File: src/rtl/gcd_operand_packer.sv
// Pairs consecutive words of a val/rdy stream into registered (A,B) operands; pair valid 1 cycle after B accept.
// Backpressure: in_rdy drops only when an A word is held and the output pair is stalled (or during flush).
module gcd_operand_packer #(
  parameter int W     = 32,
  parameter int CNT_W = 16
) (
  input  logic             clk,
  input  logic             reset,
  input  logic             in_val,
  input  logic [W-1:0]     in_data,
  input  logic             in_last,
  output logic             in_rdy,
  input  logic             flush,
  output logic             operands_val,
  output logic [W-1:0]     operands_bits_A,
  output logic [W-1:0]     operands_bits_B,
  input  logic             operands_rdy,
  output logic [CNT_W-1:0] pair_count,
  output logic             odd_drop
);

  typedef enum logic {
    ST_EMPTY  = 1'b0,
    ST_HOLD_A = 1'b1
  } state_e;

  state_e            r_state;
  state_e            w_state_nxt;
  logic [W-1:0]      r_a;
  logic [W-1:0]      r_out_a;
  logic [W-1:0]      r_out_b;
  logic              r_out_vld;
  logic [CNT_W-1:0]  r_pair_count;
  logic              r_odd_drop;

  logic              w_in_rdy;
  logic              w_accept;
  logic              w_out_hs;
  logic              w_load_a;
  logic              w_load_pair;
  logic              w_drop;

  // EMPTY always has room for an A word; HOLD_A needs the output slot to free up.
  assign w_in_rdy = !flush && ((r_state == ST_EMPTY) || !r_out_vld || operands_rdy);
  assign w_accept = in_val && w_in_rdy;
  assign w_out_hs = r_out_vld && operands_rdy;

  always_ff @(posedge clk or negedge reset) begin
    if (!reset) begin
      r_state <= ST_EMPTY;
    end else begin
      r_state <= w_state_nxt;
    end
  end

  always_comb begin
    w_state_nxt = r_state;
    w_load_a    = 1'b0;
    w_load_pair = 1'b0;
    w_drop      = 1'b0;
    case (r_state)
      ST_EMPTY: begin
        if (w_accept) begin
          if (in_last) begin
            w_drop = 1'b1;
          end else begin
            w_load_a    = 1'b1;
            w_state_nxt = ST_HOLD_A;
          end
        end
      end
      ST_HOLD_A: begin
        if (flush) begin
          w_drop      = 1'b1;
          w_state_nxt = ST_EMPTY;
        end else if (w_accept) begin
          // in_last on the B word carries no meaning: the pair is complete either way.
          w_load_pair = 1'b1;
          w_state_nxt = ST_EMPTY;
        end
      end
      default: begin
        w_state_nxt = ST_EMPTY;
      end
    endcase
  end

  always_ff @(posedge clk or negedge reset) begin
    if (!reset) begin
      r_a <= '0;
    end else if (w_load_a) begin
      r_a <= in_data;
    end
  end

  always_ff @(posedge clk or negedge reset) begin
    if (!reset) begin
      r_out_a   <= '0;
      r_out_b   <= '0;
      r_out_vld <= 1'b0;
    end else if (w_load_pair) begin
      r_out_a   <= r_a;
      r_out_b   <= in_data;
      r_out_vld <= 1'b1;
    end else if (w_out_hs) begin
      r_out_vld <= 1'b0;
    end
  end

  always_ff @(posedge clk or negedge reset) begin
    if (!reset) begin
      r_pair_count <= '0;
      r_odd_drop   <= 1'b0;
    end else begin
      r_odd_drop <= w_drop;
      if (w_out_hs) begin
        r_pair_count <= r_pair_count + 1'b1;
      end
    end
  end

  assign in_rdy          = w_in_rdy;
  assign operands_val    = r_out_vld;
  assign operands_bits_A = r_out_a;
  assign operands_bits_B = r_out_b;
  assign pair_count      = r_pair_count;
  assign odd_drop        = r_odd_drop;

endmodule

File: config.mk
export PLATFORM = sky130hd
export DESIGN_NAME = gcd_operand_packer
export DESIGN_NICKNAME = d
export VERILOG_FILES = /design/src/rtl/gcd_operand_packer.sv
export SDC_FILE = /design/constraint.sdc
export NUM_CORES = 1
export LEC_CHECK = 0
export ABC_AREA = 1
export CAP_MARGIN = 10
export CORE_MARGIN = 5
export CORE_UTILIZATION = 50
export DETAILED_ROUTE_END_ITERATION = 16
export GPL_ROUTABILITY_DRIVEN = 0
export PLACE_DENSITY = 0.79
export SYNTH_ARGS = -nofsm -noshare
export SYNTH_HDL_FRONTEND = slang
export SYNTH_SLANG_ARGS = --single-unit
File: constraint.sdc
create_clock -name clk -period 3.8 [get_ports clk]
set_clock_uncertainty 0.15 [all_clocks]
set_input_delay 0.76 -clock clk [delete_from_list [all_inputs] [get_ports clk]]
set_output_delay 0.76 -clock clk [all_outputs]
set_load 0.05 [all_outputs]
# [Word level (Yosys, flattened, before mapping)]
# Cells that the tools add are included.
[classes] addsub=1 muxes=15 bitwise_logic=1 n_reduce_logical=8
[op_table] op="$add A16 B1 Y16 const B" count=1
[op_table] op="$mux W1" count=13
[op_table] op="$pmux W1 S2" count=2
[op_table] op="$logic_and A1 B1 Y1" count=3
[op_table] op="$logic_not A1 Y1" count=2
[op_table] op="$logic_or A1 B1 Y1" count=2
[op_table] op="$reduce_bool A2 Y1" count=1
[op_table] op="$not A1 Y1" count=1
[totals] register_bits=115 input_bits=38 output_inout_bits=83 word_cells=32

# [Logic depth before layout (Yosys ltp)]
# Gate-level depths: netlist of the first run.
[depth] ltp_word=9 ltp_mapped=7 depth_no_buf=7

# [Worst setup path before layout of the first run]
# OpenSTA, ideal clock, no wires.
[synth_timing] kind="in2out" from="input port operands_rdy" to="output port in_rdy" t_arrival_ps=1690 required_time_ps=2890 slack_ps=1200 stages=4 path_cell_list="inv_1 -> nand2_2 -> inv_1 -> a21oi_1"
[synth_via] elab_chain_cells=2
[synth_rtl] element="start, declared" line="17" text="input logic operands_rdy,"
[synth_rtl] element="$logic_or A1 B1 Y1" line="44" text="assign w_in_rdy = !flush && ((r_state == ST_EMPTY) || !r_out_vld || operands_rdy);"
[synth_rtl] element="$logic_and A1 B1 Y1" line="44"
[synth_rtl] element="end, declared" line="12" text="output logic in_rdy,"
# Every way passes these cells.

# [Worst setup path after layout of the first run]
# Ends and elaborated chain as after synthesis.

==> results.sh, run 1 <==
export IMPL_status="finished clean"
export IMPL_avgSynthCellArea_um2=9.93
export IMPL_die_area_um2=12000
export IMPL_startpoint="operands_rdy"
export IMPL_relSlewSlack=0.521
export IMPL_path_cells="clkdlybuf4s50_1 > inv_1 > nand2_2 > inv_1 > a21oi_1 > clkdlybuf4s50_1"
export IMPL_power_density_nw_per_um2=717
export IMPL_grt_max_degree=74
export IMPL_routed_via_density=4.79
export IMPL_register_area_um2=2880
export IMPL_ys_warn_count=0
export IMPL_synthDominantCellAreaShare=0.582
export IMPL_ctsRootBufferMaster="clkbuf_8"
export IMPL_cts_resized=0
export IMPL_syn_num_nets=537
export IMPL_post_cts_buffers=0
export IMPL_dpl_worst_slack_ps=474
export IMPL_clockBufferDepth=2
export IMPL_num_vias=3672
export IMPL_dp_cells=734
export IMPL_worst_r2r_setup_slack_ps=1960
export IMPL_fin_nets=659
export IMPL_overflow=0
export IMPL_max_freq_mhz=301
export IMPL_yosys_area_top_type="dfrtp_1"
export IMPL_pin_count=121
export IMPL_h_tree_depth=4
export IMPL_antenna_found_initial=0
export IMPL_combPwrFrac=0.340
export IMPL_synth_area_top_cells="dfrtp_1 58%, o21ai_2 12%, nand2_1 10%"
export IMPL_period_share=0.873
export IMPL_rows=36
export IMPL_routedWlPerCell_um=13.7
export IMPL_crit_required_ps=2890
export IMPL_final_cells=766
export IMPL_cp_endpoint="in_rdy"
export IMPL_grt_pass1_wl_um=17900
export IMPL_p_leak_nw=3.24
export IMPL_whs_ps=100
export IMPL_finalSetupViolCount=0
export IMPL_fin_tns_setup_ps=0
export IMPL_hold_buffers=0
export IMPL_drt_met1_wl_um=4140
export IMPL_irDropWorstVdd_mv=0.373
export IMPL_hold_path_class="primary input to asynchronous set/reset pin"
export IMPL_drtIter0Drc=150
export IMPL_final_hold_violation_count=0
export IMPL_cts_sinks=115
export IMPL_synth_seq_cells=115
export IMPL_critPathKind="primary input to primary output"
export IMPL_core_area_um2=9730
export IMPL_dr_pass1_iters=4
export IMPL_fp_dieW_um=109
export IMPL_cts_tree="done"
export IMPL_antenna_cells=0
export IMPL_finalWorstSetupSlack_ps=483
export IMPL_fp_dieH_um=109
export IMPL_clk_latency_ps=490
export IMPL_top_layer="met4"
export IMPL_drive_above_1_share=0.169
export IMPL_p_sw_mw=1.83
export IMPL_port_buffers=120
export IMPL_cts_made_buffers=17
export IMPL_pwr_share_seq=0.344
export IMPL_drv_cap=0
export IMPL_synthCells=498
export IMPL_finalWirelength_um=10500
export IMPL_hpwl_um=7420
export IMPL_start_util=0.508
export IMPL_ys_types=23
export IMPL_ff2ff_path_depth=5
export IMPL_worst_pin_slew_ps=719
export IMPL_slowest_delay_ps=820
export IMPL_multi_input_area_um2=1530
export IMPL_dr_wl_met3_um=791
export IMPL_drv_slew=0
export IMPL_arrival_ps=2410
export IMPL_area_growth_pct=36.1
export IMPL_clk_pin_slew_worst_paths_ps=60
export IMPL_crit_path_start_kind="primary input"
export IMPL_min_period_ps=3320
export IMPL_drcViolationCount=0
export IMPL_r2r_start="operands_val"
export IMPL_end_kind="primary output"
export IMPL_r2r_end="operands_bits_A[15]"
export IMPL_crit_slowest_cell="clkdlybuf4s50_1"
export IMPL_ys_seq_area_frac=0.582
export IMPL_p_int_mw=2.99
export IMPL_antenna_left=0
export IMPL_netSwitchingFraction=0.380
export IMPL_rsz0062_at_grt="false"
export IMPL_dr_wl_met2_um=5480
export IMPL_syn_area_um2=4940
export IMPL_filler_cell_count=743
export IMPL_p_clk_frac=0.317
export IMPL_grt_pass1_vias=3933
export IMPL_track_usage=0.190
export IMPL_worstPathMaxFanout=4
==> cell families after synthesis <==
group | Yosys count | synth area share
buffers and inverters | 106 | 0.109
and+or+nand+nor | 168 | 0.141
adders and majority gates | 1 | 0.00253
DFF | 115 | 0.582
AOI/OAI and AO/OA | 100 | 0.152
xor gates and xnor gates | 8 | 0.0142
==> synthesized netlist by cell type (all sizes together) <==
cell type and count:
nand3 6, xor2 5, a21oi 1, nor2 15, nor3 1, dfrtp 115
o21ai 98, clkbuf 2, xnor2 3, nand4 10, nand2 135, a211o 1
nand3b 1, ha 1, buf 19, inv 85
==> area by class of cell <==
type	instances	share of cell area
clock buffers	18	0.0636
repair buffers	124	0.186
multi-input cells	277	0.227
inverters	85	0.0474
clock inverters	14	0.0229
well taps	133	0.0247
flip-flops and latches	115	0.428
==> metal layers <==
metal / vias up / GRT usage
met4: 0 / 0.0641
li1: 1809 / -
met5: - / 0
met1: 1753 / 0.225
met2: 100 / 0.319
met3: 10 / 0.0722
==> how the worst min path moves through the flow <==
stage	from	to	cells past startpoint
after CTS	reset	pair_count[1]	1
after global placement	r_a[3]	r_a[3]	2
final	reset	operands_val	1
after global routing	reset	pair_count[1]	1
after detailed placement	r_a[9]	r_a[9]	2
after floorplan	r_a[0]	r_a[0]	2
==> critical path, delay by kind of cell <==
kind            cells  cell delay [ps]
compound gates      1              120
buf+inv             4             1420
simple gates        1              110
==> power groups by stage <==
stage               clock (mW)  sequential (mW)  combinational (mW)
floorplan                    0             2.37               0.361
CTS                       1.56             1.66                1.66
finish                    1.53             1.66                1.64
global placement             0             1.66                1.62
detailed placement           0             1.67                1.65
global route              1.63             1.70                1.73
==> registers in the layout, indices dropped and copies added (netlist names) <==
| register | count |
|---|---|
| operands_bits_B | 32 |
| r_state | 1 |
| odd_drop | 1 |
| r_a | 32 |
| operands_val | 1 |
| operands_bits_A | 32 |
| pair_count | 16 |
==> layout by cell type (no fill, tap or decap) <==
cell type and n:
a21oi_1 1, xor2_1 5, inv_6 4, clkdlybuf4s50_1 119
nand4_1 9, clkinv_4 1, buf_12 2, buf_4 3
clkinvlp_4 6, nor2_4 1, nand4_4 1, o21ai_1 12
nor2_1 13, bufinv_16 2, o21ai_2 66, nand3b_1 1
clkbuf_8 2, nand2_2 1, nand3_1 6, dfrtp_1 115
ha_1 1, nor3_1 1, xnor2_1 3, clkinv_2 1
nand2_1 134, nor2_2 1, o21ai_0 20, clkbuf_16 16
inv_1 85, a211o_1 1
==> stage by stage <==
stage / power, mW / utilization / cell area (um^2)
3_3_place_gp: 3.28 / 0.632 / 6150
4_1_cts: 4.88 / 0.692 / 6730
5_1_grt: 5.06 / 0.692 / 6730
2_1_floorplan: 2.73 / - / 4940
6_report: 4.83 / 0.692 / 6730
3_5_place_dp: 3.33 / 0.632 / 6150
No activity file was read; power rests on OpenSTA's default activity.
==> run 2, diff against run 1 <==
- SKIP_CTS_REPAIR_TIMING: default -> 1
- SLEW_MARGIN: default -> 40
==> results of run 2 <==
Same layout as run 1: the final DEF is identical, and so are final timing and power.
==> run 3, diff against run 2 <==
- GPL_TIMING_DRIVEN: default -> 1
==> results of run 3 <==
Same layout as run 1: the final DEF is identical, and so are final timing and power.
